**src/rtl/uart_tx_param_pkg.sv**
```systemverilog
// Types shared by the UART transmit path: per-word parity selection and the TX FSM state.
package DataTypes;

  typedef enum logic [1:0] {
    PARITY_NONE,
    PARITY_EVEN,
    PARITY_ODD
  } parity_t;

  typedef enum logic [2:0] {
    ST_IDLE,
    ST_START,
    ST_DATA,
    ST_PARITY,
    ST_STOP
  } uart_tx_state_t;

endpackage

```
**src/rtl/uart_tx_fifo.sv**
```systemverilog
// Synchronous single-clock FIFO; pushes while full and pops while empty are ignored.
module uart_tx_fifo #(
  parameter int WIDTH = 10,
  parameter int DEPTH = 4,
  localparam int AW = $clog2(DEPTH),
  localparam int CW = AW + 1
) (
  input  logic             clk,
  input  logic             reset,
  input  logic             push,
  input  logic             pop,
  input  logic [WIDTH-1:0] wr_data,
  output logic [WIDTH-1:0] rd_data,
  output logic             full,
  output logic             empty,
  output logic [CW-1:0]    count
);

  logic [WIDTH-1:0] mem [DEPTH];
  logic [AW-1:0]    wr_ptr;
  logic [AW-1:0]    rd_ptr;
  logic             push_en;
  logic             pop_en;

  assign full    = (count == CW'(DEPTH));
  assign empty   = (count == '0);
  assign push_en = push && !full;
  assign pop_en  = pop && !empty;
  assign rd_data = mem[rd_ptr];

  // Pointers wrap naturally because DEPTH is a power of two.
  always_ff @(posedge clk) begin
    if (reset) begin
      wr_ptr <= '0;
      rd_ptr <= '0;
      count  <= '0;
    end else begin
      if (push_en) wr_ptr <= wr_ptr + 1'b1;
      if (pop_en)  rd_ptr <= rd_ptr + 1'b1;
      count <= count + CW'(push_en) - CW'(pop_en);
    end
  end

  always_ff @(posedge clk) begin
    if (push_en) mem[wr_ptr] <= wr_data;
  end

endmodule

```
**src/rtl/uart_tx_param.sv**
```systemverilog
// Parametrised UART transmitter: FIFO-buffered words, per-word parity, 1 or 2 stop bits,
// queued frames sent back-to-back.
module uart_tx_param
  import DataTypes::*;
#(
  parameter int DATA_WIDTH   = 8,
  parameter int CLKS_PER_BIT = 868,
  parameter int STOP_BITS    = 1,
  parameter int FIFO_DEPTH   = 4,
  localparam int CNT_W = $clog2(FIFO_DEPTH) + 1
) (
  input  logic                  clk,
  input  logic                  reset,
  input  logic                  transmit,
  input  logic [DATA_WIDTH-1:0] data,
  input  logic [1:0]            parity_mode,
  output logic                  serial_output,
  output logic                  busy,
  output logic                  full,
  output logic                  overrun,
  output logic [CNT_W-1:0]      fifo_count
);

  localparam int BAUD_W = $clog2(CLKS_PER_BIT);
  localparam int IDX_W  = $clog2(DATA_WIDTH);
  localparam int ENT_W  = DATA_WIDTH + 2;

  function automatic logic parity_bit(input parity_t mode, input logic data_xor);
    return (mode == PARITY_ODD) ? ~data_xor : data_xor;
  endfunction

  uart_tx_state_t state;
  uart_tx_state_t next_state;

  logic [BAUD_W-1:0]     baud_cnt;
  logic                  baud_wrap;
  logic [IDX_W-1:0]      bit_idx;
  logic                  stop_idx;
  logic                  last_data;
  logic                  last_stop;
  logic [DATA_WIDTH-1:0] shift_reg;
  logic                  data_xor;
  parity_t               par_mode;

  logic                  fifo_pop;
  logic                  fifo_full;
  logic                  fifo_empty;
  logic [ENT_W-1:0]      fifo_rd;
  logic [CNT_W-1:0]      fifo_cnt;

  // Each FIFO entry carries the parity mode alongside the word so it is fixed at push time.
  uart_tx_fifo #(
    .WIDTH (ENT_W),
    .DEPTH (FIFO_DEPTH)
  ) u_fifo (
    .clk     (clk),
    .reset   (reset),
    .push    (transmit),
    .pop     (fifo_pop),
    .wr_data ({parity_mode, data}),
    .rd_data (fifo_rd),
    .full    (fifo_full),
    .empty   (fifo_empty),
    .count   (fifo_cnt)
  );

  assign baud_wrap  = (baud_cnt == BAUD_W'(CLKS_PER_BIT - 1));
  assign last_data  = (bit_idx == IDX_W'(DATA_WIDTH - 1));
  assign last_stop  = (STOP_BITS == 2) ? stop_idx : 1'b1;
  assign busy       = (state != ST_IDLE) || !fifo_empty;
  assign full       = fifo_full;
  assign fifo_count = fifo_cnt;

  always_ff @(posedge clk) begin
    if (reset) state <= ST_IDLE;
    else       state <= next_state;
  end

  always_comb begin
    next_state = state;
    case (state)
      ST_IDLE: begin
        if (!fifo_empty) next_state = ST_START;
      end
      ST_START: begin
        if (baud_wrap) next_state = ST_DATA;
      end
      ST_DATA: begin
        if (baud_wrap && last_data)
          next_state = (par_mode == PARITY_NONE) ? ST_STOP : ST_PARITY;
      end
      ST_PARITY: begin
        if (baud_wrap) next_state = ST_STOP;
      end
      ST_STOP: begin
        if (baud_wrap && last_stop)
          next_state = fifo_empty ? ST_IDLE : ST_START;
      end
      default: next_state = ST_IDLE;
    endcase
  end

  always_comb begin
    serial_output = 1'b1;
    fifo_pop      = 1'b0;
    case (state)
      ST_IDLE: begin
        fifo_pop = !fifo_empty;
      end
      ST_START: begin
        serial_output = 1'b0;
      end
      ST_DATA: begin
        serial_output = shift_reg[0];
      end
      ST_PARITY: begin
        serial_output = parity_bit(par_mode, data_xor);
      end
      ST_STOP: begin
        fifo_pop = baud_wrap && last_stop && !fifo_empty;
      end
      default: serial_output = 1'b1;
    endcase
  end

  // Baud counter restarts at every frame start so back-to-back frames stay aligned.
  always_ff @(posedge clk) begin
    if (reset) begin
      baud_cnt <= '0;
      bit_idx  <= '0;
      stop_idx <= 1'b0;
      overrun  <= 1'b0;
    end else begin
      overrun <= transmit && fifo_full;
      if (state == ST_IDLE || fifo_pop || baud_wrap) baud_cnt <= '0;
      else                                          baud_cnt <= baud_cnt + 1'b1;
      if (fifo_pop)                              bit_idx <= '0;
      else if (state == ST_DATA && baud_wrap)    bit_idx <= bit_idx + 1'b1;
      if (fifo_pop)                              stop_idx <= 1'b0;
      else if (state == ST_STOP && baud_wrap)    stop_idx <= ~stop_idx;
    end
  end

  always_ff @(posedge clk) begin
    if (fifo_pop) begin
      shift_reg <= fifo_rd[DATA_WIDTH-1:0];
      data_xor  <= ^fifo_rd[DATA_WIDTH-1:0];
      par_mode  <= parity_t'(fifo_rd[ENT_W-1:DATA_WIDTH]);
    end else if (state == ST_DATA && baud_wrap) begin
      shift_reg <= shift_reg >> 1;
    end
  end

endmodule

```
**config.mk**
```make
export PLATFORM = sky130hd
export DESIGN_NAME = uart_tx_param
export DESIGN_NICKNAME = d
export VERILOG_FILES = /design/src/rtl/uart_tx_param_pkg.sv /design/src/rtl/uart_tx_fifo.sv /design/src/rtl/uart_tx_param.sv
export SDC_FILE = /design/constraint.sdc
export NUM_CORES = 1
export LEC_CHECK = 0
export CORE_MARGIN = 2
export CORE_UTILIZATION = 45
export DETAILED_ROUTE_END_ITERATION = 8
export PLACE_DENSITY = 0.68
export SYNTH_ARGS = -nofsm -noshare
export SYNTH_HDL_FRONTEND = slang
export SYNTH_SLANG_ARGS = --single-unit
```
**constraint.sdc**
```tcl
create_clock -name clk -period 3.4 [get_ports clk]
set_clock_uncertainty 0.2 [all_clocks]
set_input_delay 1.02 -clock clk [delete_from_list [all_inputs] [get_ports clk]]
set_output_delay 1.02 -clock clk [all_outputs]
set_load 0.03 [all_outputs]
```
==> impl_metrics.toml, run 1 <==
[place]
globalplace.congestion = 0.762
numPortBuffers = 19
pre_cts_ws_ps = 243
dp_cells = 336
dpl_cell_area_sq_um = 3510
hpwl_mm = 3.42

[setup_path]
rr_worst_depth = 12
end_kind = "output port"
crit_fanout = 2
crit_path_max_incr_delay_ps = 600
crit_chain = "nand2b_1 -> xnor2_1 -> a311o_1 -> clkdlybuf4s50_1"
cpLargestDelayFamily = "buffers and inverters"
crit_path_start_kind = "register"
crit_cells = 4
path_buf_inv = 1
slowest_stage = "clkdlybuf4s50_1"
worstPathRequired_ps = 2180
cp_data_arrival_time_ps = 1960
crit_type = "register to output port"

[power_and_ir_drop]
swShare_pct = 33.0
power.density_nw_per_um2 = 806
seq_power_share_pct = 45.8
power_mw = 2.98
ir_drop_uv = 331
p_int_mw = 2.00
power_leakage_nw = 1.28
pwr-share-comb_pct = 32.4
p_switching_uw = 985
clkPwrFrac_pct = 21.7

[global_route]
grt_pass1_wl_mm = 8.41
grt_overflow = 0
grt_start_max_net_pins = 17
antenna_found_initial = 0
grt_usage_pct = 14.4
first_global_vias = 1738

[floorplanning]
io_pins = 20
core-area_sq_um = 6870
die_w_um = 88.7
dieArea_sq_um = 7870
rows = 30
initial_core_util_pct = 47.0
die_y_um = 88.7

[cts]
cts-root-buf = "clkbuf_8"
clockBufferDepth = 2
cts_setup_buffers = 0
ctsHoldBuffers = 0
numCtsBuffers = 9
htree_levels = 3
clkLatencyLatePin_ps = 340
clock-sinks = 77
cts.clk_slew.worst_paths_ps = 90
cts_resized = 0
cts_tree = "yes"

[finish]
diodes = 0
fin_cells = 352
layout.nets = 274
drive_above_1_share_pct = 14.5
nFillCells = 574
largest_reg_flops = 40
syn2layout_area_growth_pct = 14.6
multi_input_area_sq_um = 1090
final-seq-area_sq_um = 2050
final_cell_area_sq_um = 3700

[timing]
post-route-period-util_pct = 93.5
tns_ps = 0
hold_viol_final = 0
slew_viol_final = 0
min_period_ps = 3180
fmax_ghz = 0.315
worstMarginPinSlew_ps = 661
rsz0062_at_grt = "no"
setup_viol = 0
slew_headroom_pct = 55.9
worst_slack_ps = 222

[routing]
wire_per_inst_um = 14.2
drt_iter0_drc = 65
drc_errors = 0
firstDrtPassIters = 4
dr_total_vias = 1755
via_per_inst = 4.99
wl_mm = 4.99
antenna_left = 0

[worst_hold_path]
min_delay_path_depth = 1
hold_class = "register to register"

[logic_synthesis]
synthesis.nets = 250
yosys-top-cells-count = "51 x edfxtp_1, 26 x dfxtp_1, 25 x nor2_1"
ys_seq_elements = 77
yosys-top-cells-area = "edfxtp_1 47%, dfxtp_1 16%, mux4_2 7.0%"
synth_warnings = 0
synth_area_leader_cell = "edfxtp_1"
synth.distinct_cells = 36
synth.most_common_cell = "edfxtp_1"
async_flop_share_pct = 0
ys_seq_area_share_pct = 63.5
avgSynthCellArea_sq_um = 14.2
ys.flop_type = "edfxtp_1"
synth_edf_count = 51
synthCells = 227
synth_area_sq_um = 3230
synth_top_cell_area_share_pct = 47.4

[flow_run]
cap_violations = 0

[status]
status = "finished, final reports clean"
[cells by family (layout without fill, tap and decap cells)]
kind of cell / Yosys count / after routing / synth area share, %
DFF: 77 / 77 / 63.5
xor gates and xnor gates: 22 / 22 / 5.96
buffers and inverters: 18 / 47 / 2.59
and+or+nand+nor: 67 / 67 / 10.6
muxes: 20 / 20 / 10.3
AOI/OAI and AO/OA: 13 / 13 / 2.91
adders and majority gates: 10 / 10 / 4.11
[per-stage QoR]
step / utilization [%] / hold WS (ps)
5_1_grt: 53.9 / 299
6_report: 53.9 / 269
4_1_cts: 53.9 / 272
2_1_floorplan: - / 230
3_3_place_gp: 51.1 / 245
3_5_place_dp: 51.1 / 253
[worst paths after layout]
kind                                      to              startpoint  slack (ps)
setup reg to reg  u_fifo.count[2]$_SDFF_PP0_  baud_cnt[0]$_SDFF_PP0_         240
setup / recovery               serial_output   par_mode[0]$_DFFE_PN_         220
hold reg to reg       baud_cnt[0]$_SDFF_PP0_  baud_cnt[0]$_SDFF_PP0_         270
hold / removal        baud_cnt[0]$_SDFF_PP0_  baud_cnt[0]$_SDFF_PP0_         270
[power groups by stage]
stage                     Sequential [mW]  Clock, mW  Combinational [mW]
final                                1.37      0.648               0.968
after global routing                 1.40      0.706                1.07
after CTS                            1.37      0.665               0.981
after detailed placement             1.39          0               0.975
after global placement               1.38          0               0.963
after floorplan                      1.35          0               0.773
[per-layer routing]
metal  GRT usage (%)  share of wire, %  vias to the layer above
li1                -                 -                      870
met1            20.0                50                      857
met2            21.6                46                       22
met3            3.45               2.4                        6
met4            6.61               1.3                        0
met5               0                 0                        -
[cell usage in the layout (no fill, tap or decap), types with 5 or more instances in the layout]
cell type	netlist	final
edfxtp_1	51	51
dfxtp_1	26	26
nor2_1	25	25
clkdlybuf4s50_1	0	19
xnor2_1	17	17
mux4_2	10	10
inv_1	9	9
ha_1	9	9
clkbuf_8	0	9
nor3_1	7	7
and3_1	7	7
a21oi_1	6	6
mux2_2	6	6
nand2_1	5	5
nand2b_1	5	5
nand3_1	5	5
xor2_1	5	5
[layout make-up]
| class | count | area share, % |
|---|---|---|
| Clock inverter | 7 | 1.72 |
| Timing Repair Buffer | 22 | 5.75 |
| Sequential cell | 77 | 55.4 |
| Multi-Input combinational cell | 132 | 29.6 |
| Inverter | 9 | 0.913 |
| Tap cell | 96 | 3.25 |
| Clock buffer | 9 | 3.35 |
Power figures use the tool's default switching activity.
==> run 2: changes to the inputs <==
Settings changed: SKIP_LAST_GASP from default to 1.
==> results of run 2 <==
No change in the layout: final DEF, timing and power equal those of run 1.
